[src/rtl/rx_controller_pkg.sv]
// rtl/rx_controller_pkg.sv - shared UART receive definitions
package rx_controller_pkg;

  // Width of one serial data character.
  localparam int DATA_WIDTH = 8;

  // State encodings shared with the transmit side, plus WAIT_IDLE.
  localparam logic [2:0] ST_IDLE      = 3'b000;
  localparam logic [2:0] ST_START_BIT = 3'b001;
  localparam logic [2:0] ST_DATA_BITS = 3'b010;
  localparam logic [2:0] ST_STOP_BIT  = 3'b011;
  localparam logic [2:0] ST_WAIT_IDLE = 3'b100;

  typedef enum logic [2:0] {
    IDLE      = ST_IDLE,
    START_BIT = ST_START_BIT,
    DATA_BITS = ST_DATA_BITS,
    STOP_BIT  = ST_STOP_BIT,
    WAIT_IDLE = ST_WAIT_IDLE
  } rx_state_e;

  // Timer value at which the start bit is re-checked (its centre).
  function automatic logic [15:0] mid_count(input int clks_per_bit);
    return 16'((clks_per_bit - 1) / 2);
  endfunction

endpackage

[src/rtl/uart_rx_sync.sv]
// rtl/uart_rx_sync.sv - multi-flop synchronizer for the serial input, presets to idle-high
module uart_rx_sync #(
  parameter int SYNC_STAGES = 2
) (
  input  logic clk,
  input  logic rst_n,
  input  logic din,
  output logic dout
);

  logic [SYNC_STAGES-1:0] sync_q;
  logic [SYNC_STAGES-1:0] sync_d;

  // Shift the raw line one stage deeper each clock.
  always_comb begin
    sync_d = {sync_q[SYNC_STAGES-2:0], din};
  end

  // Stages come out of reset high so an idle line never looks like a start bit.
  always_ff @(posedge clk or negedge rst_n) begin
    if (!rst_n) begin
      sync_q <= '1;
    end else begin
      sync_q <= sync_d;
    end
  end

  assign dout = sync_q[SYNC_STAGES-1];

endmodule

[src/rtl/rx_controller.sv]
// rtl/rx_controller.sv - UART receiver: start/data/stop framing into a one-entry holding register
module rx_controller
  import rx_controller_pkg::*;
#(
  parameter int CLKS_PER_BIT = 1,
  parameter int SYNC_STAGES  = 2
) (
  input  logic       system_clk,
  input  logic       system_reset_n,
  input  logic       rx_serial_data,
  input  logic       rx_read_ack,
  output logic [7:0] rx_data_byte,
  output logic       rx_valid_flag,
  output logic       rx_busy_flag,
  output logic       rx_frame_error_flag,
  output logic       rx_overrun_flag
);

  localparam logic [15:0] TIMER_LAST = 16'(CLKS_PER_BIT - 1);
  localparam logic [15:0] TIMER_MID  = mid_count(CLKS_PER_BIT);

  logic s;

  rx_state_e             state_q, state_d;
  logic [15:0]           timer_q, timer_d;
  logic [2:0]            bit_cnt_q, bit_cnt_d;
  logic [DATA_WIDTH-1:0] shift_q, shift_d;
  logic [DATA_WIDTH-1:0] data_q, data_d;
  logic                  valid_q, valid_d;
  logic                  busy_q, busy_d;
  logic                  ferr_q, ferr_d;
  logic                  ovr_q, ovr_d;
  logic                  frame_good;
  logic                  frame_bad;

  uart_rx_sync #(
    .SYNC_STAGES(SYNC_STAGES)
  ) u_sync (
    .clk  (system_clk),
    .rst_n(system_reset_n),
    .din  (rx_serial_data),
    .dout (s)
  );

  // Frame sequencing: start detect, bit timing, data shift and stop check.
  always_comb begin
    state_d    = state_q;
    timer_d    = timer_q;
    bit_cnt_d  = bit_cnt_q;
    shift_d    = shift_q;
    frame_good = 1'b0;
    frame_bad  = 1'b0;
    case (state_q)
      IDLE: begin
        timer_d   = 16'd0;
        bit_cnt_d = 3'd0;
        if (!s) begin
          // At one clock per bit this sample already is the whole start bit.
          if (CLKS_PER_BIT == 1) begin
            state_d = DATA_BITS;
          end else begin
            state_d = START_BIT;
          end
        end
      end
      START_BIT: begin
        if (timer_q == TIMER_MID) begin
          timer_d = 16'd0;
          // A line that is high again at mid-bit was only a glitch.
          state_d = s ? IDLE : DATA_BITS;
        end else begin
          timer_d = timer_q + 16'd1;
        end
      end
      DATA_BITS: begin
        if (timer_q == TIMER_LAST) begin
          timer_d           = 16'd0;
          shift_d[bit_cnt_q] = s;
          if (bit_cnt_q == 3'd7) begin
            bit_cnt_d = 3'd0;
            state_d   = STOP_BIT;
          end else begin
            bit_cnt_d = bit_cnt_q + 3'd1;
          end
        end else begin
          timer_d = timer_q + 16'd1;
        end
      end
      STOP_BIT: begin
        if (timer_q == TIMER_LAST) begin
          timer_d = 16'd0;
          if (s) begin
            frame_good = 1'b1;
            state_d    = IDLE;
          end else begin
            frame_bad = 1'b1;
            state_d   = WAIT_IDLE;
          end
        end else begin
          timer_d = timer_q + 16'd1;
        end
      end
      WAIT_IDLE: begin
        // A held-low line (break) is absorbed here until it returns high.
        timer_d = 16'd0;
        if (s) begin
          state_d = IDLE;
        end
      end
      default: begin
        state_d   = IDLE;
        timer_d   = 16'd0;
        bit_cnt_d = 3'd0;
      end
    endcase
  end

  // Holding register handshake plus registered status outputs.
  always_comb begin
    data_d  = data_q;
    valid_d = valid_q;
    ovr_d   = 1'b0;
    ferr_d  = frame_bad;
    busy_d  = (state_d != IDLE);
    if (frame_good) begin
      // An ack in the completion cycle frees the slot for the new byte.
      if (!valid_q || rx_read_ack) begin
        data_d  = shift_q;
        valid_d = 1'b1;
      end else begin
        ovr_d = 1'b1;
      end
    end else if (rx_read_ack) begin
      valid_d = 1'b0;
    end
  end

  // All receiver state returns to idle values on reset.
  always_ff @(posedge system_clk or negedge system_reset_n) begin
    if (!system_reset_n) begin
      state_q   <= IDLE;
      timer_q   <= 16'd0;
      bit_cnt_q <= 3'd0;
      shift_q   <= '0;
      data_q    <= '0;
      valid_q   <= 1'b0;
      busy_q    <= 1'b0;
      ferr_q    <= 1'b0;
      ovr_q     <= 1'b0;
    end else begin
      state_q   <= state_d;
      timer_q   <= timer_d;
      bit_cnt_q <= bit_cnt_d;
      shift_q   <= shift_d;
      data_q    <= data_d;
      valid_q   <= valid_d;
      busy_q    <= busy_d;
      ferr_q    <= ferr_d;
      ovr_q     <= ovr_d;
    end
  end

  assign rx_data_byte        = data_q;
  assign rx_valid_flag       = valid_q;
  assign rx_busy_flag        = busy_q;
  assign rx_frame_error_flag = ferr_q;
  assign rx_overrun_flag     = ovr_q;

endmodule

[config.mk]
export PLATFORM = sky130hd
export DESIGN_NAME = rx_controller
export DESIGN_NICKNAME = d
export VERILOG_FILES = /design/src/rtl/rx_controller_pkg.sv /design/src/rtl/uart_rx_sync.sv /design/src/rtl/rx_controller.sv
export SDC_FILE = /design/constraint.sdc
export NUM_CORES = 1
export LEC_CHECK = 0
export ABC_AREA = 0
export CAP_MARGIN = 20
export CORE_MARGIN = 8
export CORE_UTILIZATION = 60
export CTS_BUF_LIST = sky130_fd_sc_hd__clkbuf_8
export CTS_CLUSTER_DIAMETER = 100
export DETAILED_ROUTE_END_ITERATION = 6
export PLACE_DENSITY = 0.82
export SLEW_MARGIN = 20
export SYNTH_ARGS = -nofsm -noshare
export SYNTH_HDL_FRONTEND = slang
export SYNTH_HIERARCHICAL = 1
export SYNTH_SLANG_ARGS = --single-unit
[constraint.sdc]
create_clock -name system_clk -period 2.35 [get_ports system_clk]
set_input_delay 0.3525 -clock system_clk [delete_from_list [all_inputs] [get_ports system_clk]]
set_output_delay 0.3525 -clock system_clk [all_outputs]
set_load 0.02 [all_outputs]
==> results.py <==
metrics = {
    "timing": {
        "post_layout_min_period_ns": 2.15,
        "holdWs_ns": 0.191,
        "fmax_mhz": 464,
        "maxSlewViolCount": 0,
        "setup_violations": 0,
        "fin_ws_ns": 0.196,
        "setup_tns_ns": 0,
        "fin_crit_sh_pct": 91.7,
        "rsz0062_at_grt": "no",
        "worst_slew_margin_rel_pct": 37.0,
        "fin_skew_ns": 0.00566,
        "final_number_of_hold_violating_endpoints": 0,
        "timing_worst_slew_pin_value_ns": 0.945,
    },
    "synth": {
        "yosysSeqAreaShare_pct": 53.0,
        "ys_types": 35,
        "postSynthNetCount": 196,
        "synth_area_um2": 2080,
        "postSynthAreaPerCell_um2": 11.1,
        "post-synth-top-area-cell": "dfrtp_1",
        "syn_inst": 188,
        "post_synth_main_area_contributors": "dfrtp_1 (50%), mux2_2 (9.2%), xnor2_1 (5.9%)",
        "synth.ff_latch_count": 44,
        "yosys.area.top_type_share_pct": 50.5,
        "yosysWarnings": 6,
    },
    "clocking": {
        "cts_buffers": 5,
        "tritoncts": "yes",
        "post_cts.resized_instances": 0,
        "ctsLongestPathBuffers": 2,
        "cts.clk_slew.worst_paths_ns": 0.08,
        "cts.root.buffer_cell": "clkbuf_8",
        "postCtsSetupRepairBufs": 0,
        "clk_latency_ns": 0.30,
        "cts.htree.levels": 2,
        "clkSinkCount": 44,
        "cts_hold_repair.buffers": 0,
    },
    "floorplan": {
        "area_of_the_placeable_core_um2": 3340,
        "row_count": 21,
        "design.portCount": 16,
        "start_util_pct": 62.4,
        "height_of_the_chip_um": 74.9,
        "die_footprint_um2": 5610,
        "die_width_um": 74.9,
    },
    "global_route": {
        "globalRouteOverflowTotal": 0,
        "groute.usage.overall_pct": 17.2,
        "first_global_vias": 1435,
        "grt_start_max_net_pins": 45,
        "antenna_found_initial": 0,
        "grt_pass1_wl_mm": 7.15,
    },
    "power": {
        "seq_power_share_pct": 44.3,
        "irDropWorstVdd_v": 0.000600,
        "power.share.switching_pct": 32.3,
        "cell_internal_power_mw": 1.67,
        "clock_power_share_pct": 23.7,
        "power_per_cell_area_nw_per_um2": 1040,
        "post-layout-total-power_mw": 2.47,
        "share_comb_of_total_power_pct": 32.0,
        "static-leakage-power_nw": 0.960,
        "total_switching_power_mw": 0.799,
    },
    "placed_design": {
        "portBuffers": 15,
        "gpl.final_weighted_congestion": 0.828,
        "dp.cells": 245,
        "placed_area_um2": 2270,
        "dp.final_hpwl_mm": 3.00,
        "detailedPlace.worstSlack_ns": 0.219,
    },
    "setup_path": {
        "critical_path.max_fanout": 16,
        "critPathRequiredTime_ns": 2.52,
        "criticalPathCategory": "flip-flop to flip-flop",
        "cp-start-kind": "flip-flop",
        "timing.critical_path.to_type": "flip-flop",
        "cp_data_arrival_time_ns": 2.32,
    },
    "finish": {
        "finish.instance_area_um2": 2390,
        "final_layout_size_suffix_gt1_share_pct": 17.9,
        "number_of_antenna_repair_diodes": 0,
        "utilization_pct": 71.5,
        "instances_no_fill": 253,
        "flow.area_growth_from_synthesis_pct": 14.6,
        "fin_nets": 214,
    },
    "run": {
        "maxCapViolCount": 0,
    },
    "detailed_routing": {
        "drc": 0,
        "routed_wirelength_mm": 4.11,
        "drt-wirelength-per-cell_um": 16.2,
        "detail_route.first_pass.iterations": 4,
        "dr.first_iter.drc_count": 146,
        "post_drt_via_cell_ratio": 5.85,
        "ant_nets": 0,
        "via_count": 1481,
    },
    "min_path": {
        "worst_hold_path_type": "primary input to async pin",
    },
    "run_status": {
        "outcome": "completed",
    },
}
-- cells in the mapped netlist (all sizes together) --
cell,n
dfrtp,42
xor2,1
o221a,1
dfstp,2
and4,2
a221oi,1
nand4b,1
nand2,7
clkbuf,4
and3,1
nand2b,4
buf,2
or3,1
nand3,8
inv,11
a31oi,2
a21oi,3
o21ai,1
xnor2,14
nor3b,1
nor2,28
o41a,1
mux2,17
nor2b,2
nor3,6
o32ai,2
nor4,8
ha,4
nand4,11
-- flip-flops by register name, indices dropped and copies added (netlist names) --
name / flops
rx_data_byte: 8
state_q: 3
timer_q: 16
bit_cnt_q: 3
rx_valid_flag: 1
u_sync/sync_q: 2
rx_frame_error_flag: 1
rx_overrun_flag: 1
shift_q: 8
rx_busy_flag: 1
-- worst paths after layout --
check / from / to / slack (ns) / depth (start not counted)
worst max-delay path: timer_q[11]$_DFF_PN0_ / timer_q[14]$_DFF_PN0_ / 0.20 / 4
worst min-delay path: system_reset_n / state_q[0]$_DFF_PN0_ / 0.19 / 1
worst max register to register: timer_q[11]$_DFF_PN0_ / timer_q[14]$_DFF_PN0_ / 0.20 / 4
worst min register to register: u_sync/sync_q[0]$_DFF_PN1_ / u_sync/sync_q[1]$_DFF_PN1_ / 0.36 / 0
max in group asynchronous: system_reset_n / rx_valid_flag$_DFFE_PN0P_ / 1.58 / 1
min in group system_clk: u_sync/sync_q[0]$_DFF_PN1_ / u_sync/sync_q[1]$_DFF_PN1_ / 0.36 / 0
-- kinds of logic after synthesis --
kind of cell,after synthesis,share of synthesized area [%]
compound gates,11,3.91
xor+xnor,15,6.31
fa+ha+maj,4,2.40
buf+inv,17,3.37
flops,44,53.0
mux,17,9.19
simple gates,80,21.8
-- worst max-delay path: stages (launching register included) --
cell and delay [ns]:
dfrtp_1 0.46, nor4_2 0.51, and4_2 0.44, or3_1 0.48, nor2_1 0.13
-- area by class of cell --
class	instances	area, um2
Sequential cell	44	1100
Fill cell	245	951
Multi-Input combinational cell	127	908
Tap cell	46	57.6
Inverter	11	41.3
Clock buffer	5	68.8
Timing Repair Buffer	17	160
Clock inverter	3	46.3
-- power by group through the flow --
stage               combinational (mW)  clock, mW  sequential [mW]
global placement                 0.767          0             1.09
finish                           0.790      0.587             1.10
global route                     0.868      0.629             1.13
floorplan                        0.444          0             1.15
detailed placement               0.793          0             1.11
CTS                              0.798      0.600             1.10
-- placed cells by master, fill, tap and decap left out, types with 3 or more instances in the layout --
master           count
dfrtp_1             42
nor2_1              28
mux2_2              17
xnor2_1             14
clkdlybuf4s50_1     14
inv_1               11
nand4_1             10
nand3_1              8
nand2_1              7
nor3_1               6
clkbuf_8             5
nor4_1               4
nand2b_1             4
ha_1                 4
a21oi_1              3
-- metal layers --
| metal | up-vias | share of wire (%) | wire length (um) | GRT usage (%) |
|---|---|---|---|---|
| li1 | 703 | - | - | - |
| met1 | 728 | 45 | 1840 | 21.4 |
| met2 | 37 | 47 | 1950 | 25.9 |
| met3 | 13 | 5.0 | 205 | 5.33 |
| met4 | 0 | 2.7 | 112 | 9.13 |
| met5 | - | 0 | 0 | 0 |
No activity file was read; power rests on OpenSTA's default activity.
==> patch, RTL diff (same flow settings) <==
`CLKS_PER_BIT`: 1 -> 0.
--- a/src/rtl/rx_controller.sv
+++ b/src/rtl/rx_controller.sv
@@ -4,3 +4,3 @@
 #(
-  parameter int CLKS_PER_BIT = 1,
+  parameter int CLKS_PER_BIT = 0,
   parameter int SYNC_STAGES  = 2
Behaviour: not the same (a bounded check fails within 10 cycles, from zero or initial values and one cycle with system_reset_n low).
==> patch against the original RTL <==
Maximum frequency shrank 3.1%. Design area shrank 0.31%. Routed wire length decreased by 6.4%. Area after synthesis up 0.54%. Global-route usage decreased by 1.6 points. Worst setup slack got worse by 70 ps. Critical path depth is 1 higher. Sequential cell count did not move. Via count shrank 3.0%. Clock skew decreased by 1.0 ps. Critical endpoint is now shift_q[0].
Power is not compared: it rests on default switching activity, and its combinational part moved more than twofold at a synthesized area within 25%.
==> patch: results (changes against the original RTL) <==
| Metric | Value |
|---|---|
| Met3 wire len | 253 um (+23%) |
| Multiplexer area fraction after synthesis | 8.73% (-0.47 points) |
| Synth Area in Compound Gates | 4.84% (+0.94 points) |
| Multi-input combinational gate total | 130 (+2.4%) |
| Sequential fraction of the synthesis area | 52.7% (-0.29 points) |
| GRT Total Usage | 15.6% (-1.6 points) |
| Share of cells above drive strength 1 | 16.7% (-1.1 points) |
| Synth Area in Adders | 2.39% (-0.013 points) |
| CP max FO | 8 (-8) |
| Count of cell types in the netlist | 41 (+17%) |
| Final #Nets | 210 (-1.9%) |
| Largest cells by area after synthesis | dfrtp_1 50%, mux2_2 7.5%, nor2_1 4.3%, xor2_1 3.8%, dfstp_2 2.5% |
| Initial DRC Count | 108 (-26%) |
| Clk tree area frac | 4.84% (+0.015 points) |
| Slew HR | 39.6% (+2.6 points) |
| Vias per inst | 5.77 (-1.4%) |
| Synth cell count leaders | 42 x dfrtp_1, 24 x nor2_1, 14 x mux2_2, 9 x nand2_1, 9 x xor2_1 |
| Crit-path slowest cell | dfrtp_1 |
| First-pass GRT wire length | 6530 um (-8.7%) |
| WL final | 3850 um (-6.4%) |
| Outcome | finished, final reports clean |
| Reg-to-Reg Start | timer_q[8] |
| Met2 usage | 24.3% (-1.6 points) |
| Pre-CTS setup slack | 55.5 ps (-164 ps) |
| Signal buf overhead | 6.42% (-0.29 points) |
| Worst R2R Path Depth | 5 (+1) |
| Crit path DAT | 2420 ps (+100 ps) |
| RePlAce Congestion | 0.888 (+7.2%) |
| R2R Setup Slk | 130 ps (-70 ps) |
| Final HPWL from detailed placement | 2810 um (-6.2%) |
| Signal inverters | 5 (-6) |
| Xor/xnor share of the synthesized area | 5.86% (-0.45 points) |
| GRT met1 Usage | 19.1% (-2.3 points) |
| Metal2 WL | 1890 um (-3.0%) |
| R2R Path End | shift_q[0] |
| Non-clock buffers | 16 (-1) |
patch: cell count changes in the layout (fill, tap and decap cells not counted), sizes merged, moves of 3 or more:
cell / unedited run / this run
xnor2: 14 / 5
xor2: 1 / 9
inv: 12 / 6
and3: 1 / 5
nand4: 11 / 7
nor2: 28 / 24
nor4: 8 / 5
o2bb2ai: 0 / 3
patch: what timing repair did:
item | CTS | global route
setup endpoints to repair | 0 | 1
endpoints found under the hold margin | 0 | 0
gates resized for setup | 0 | 0
patch: power by group through the flow:
stage,clock network [mW],logic [mW],registers [mW]
3_5_place_dp,0,0.327,0.919
4_1_cts,0.596,0.330,0.906
3_3_place_gp,0,0.311,0.913
6_report,0.582,0.333,0.910
5_1_grt,0.627,0.372,0.921
2_1_floorplan,0,0.262,0.882
patch: worst max-delay path by stage:
stage          startpoint    endpoint  slack, ps  cells after the start
2_1_floorplan  timer_q[0]  shift_q[3]        270                      6
3_3_place_gp   timer_q[0]  shift_q[0]        180                      6
3_5_place_dp   timer_q[0]  shift_q[0]         60                      6
4_1_cts        timer_q[0]  shift_q[0]         40                      6
5_1_grt        timer_q[8]  shift_q[0]         30                      5
6_report       timer_q[8]  shift_q[0]        130                      5
patch: cell families (layout without fill, tap and decap cells):
family	Yosys count	after routing
simple gates	82	82
flops	44	44
mux	16	16
compound gates	14	14
xor+xnor	14	14
buf+inv	14	29
fa+ha+maj	4	4
patch: through the flow:
stage	utilization [%]	instances	instance area [um^2]	hold slack (ps)
floorplan	-	188	2090	56.9
global placement	67.8	241	2260	346
detailed placement	67.8	241	2260	355
CTS	71.3	249	2380	211
global route	71.3	249	2380	260
finish	71.3	249	2380	174
patch: worst max-delay path, delay by kind of cell, from the launching register on:
kind,cells,cell delay (ps)
DFF,1,490
and+or+nand+nor,4,1250
muxes,1,380
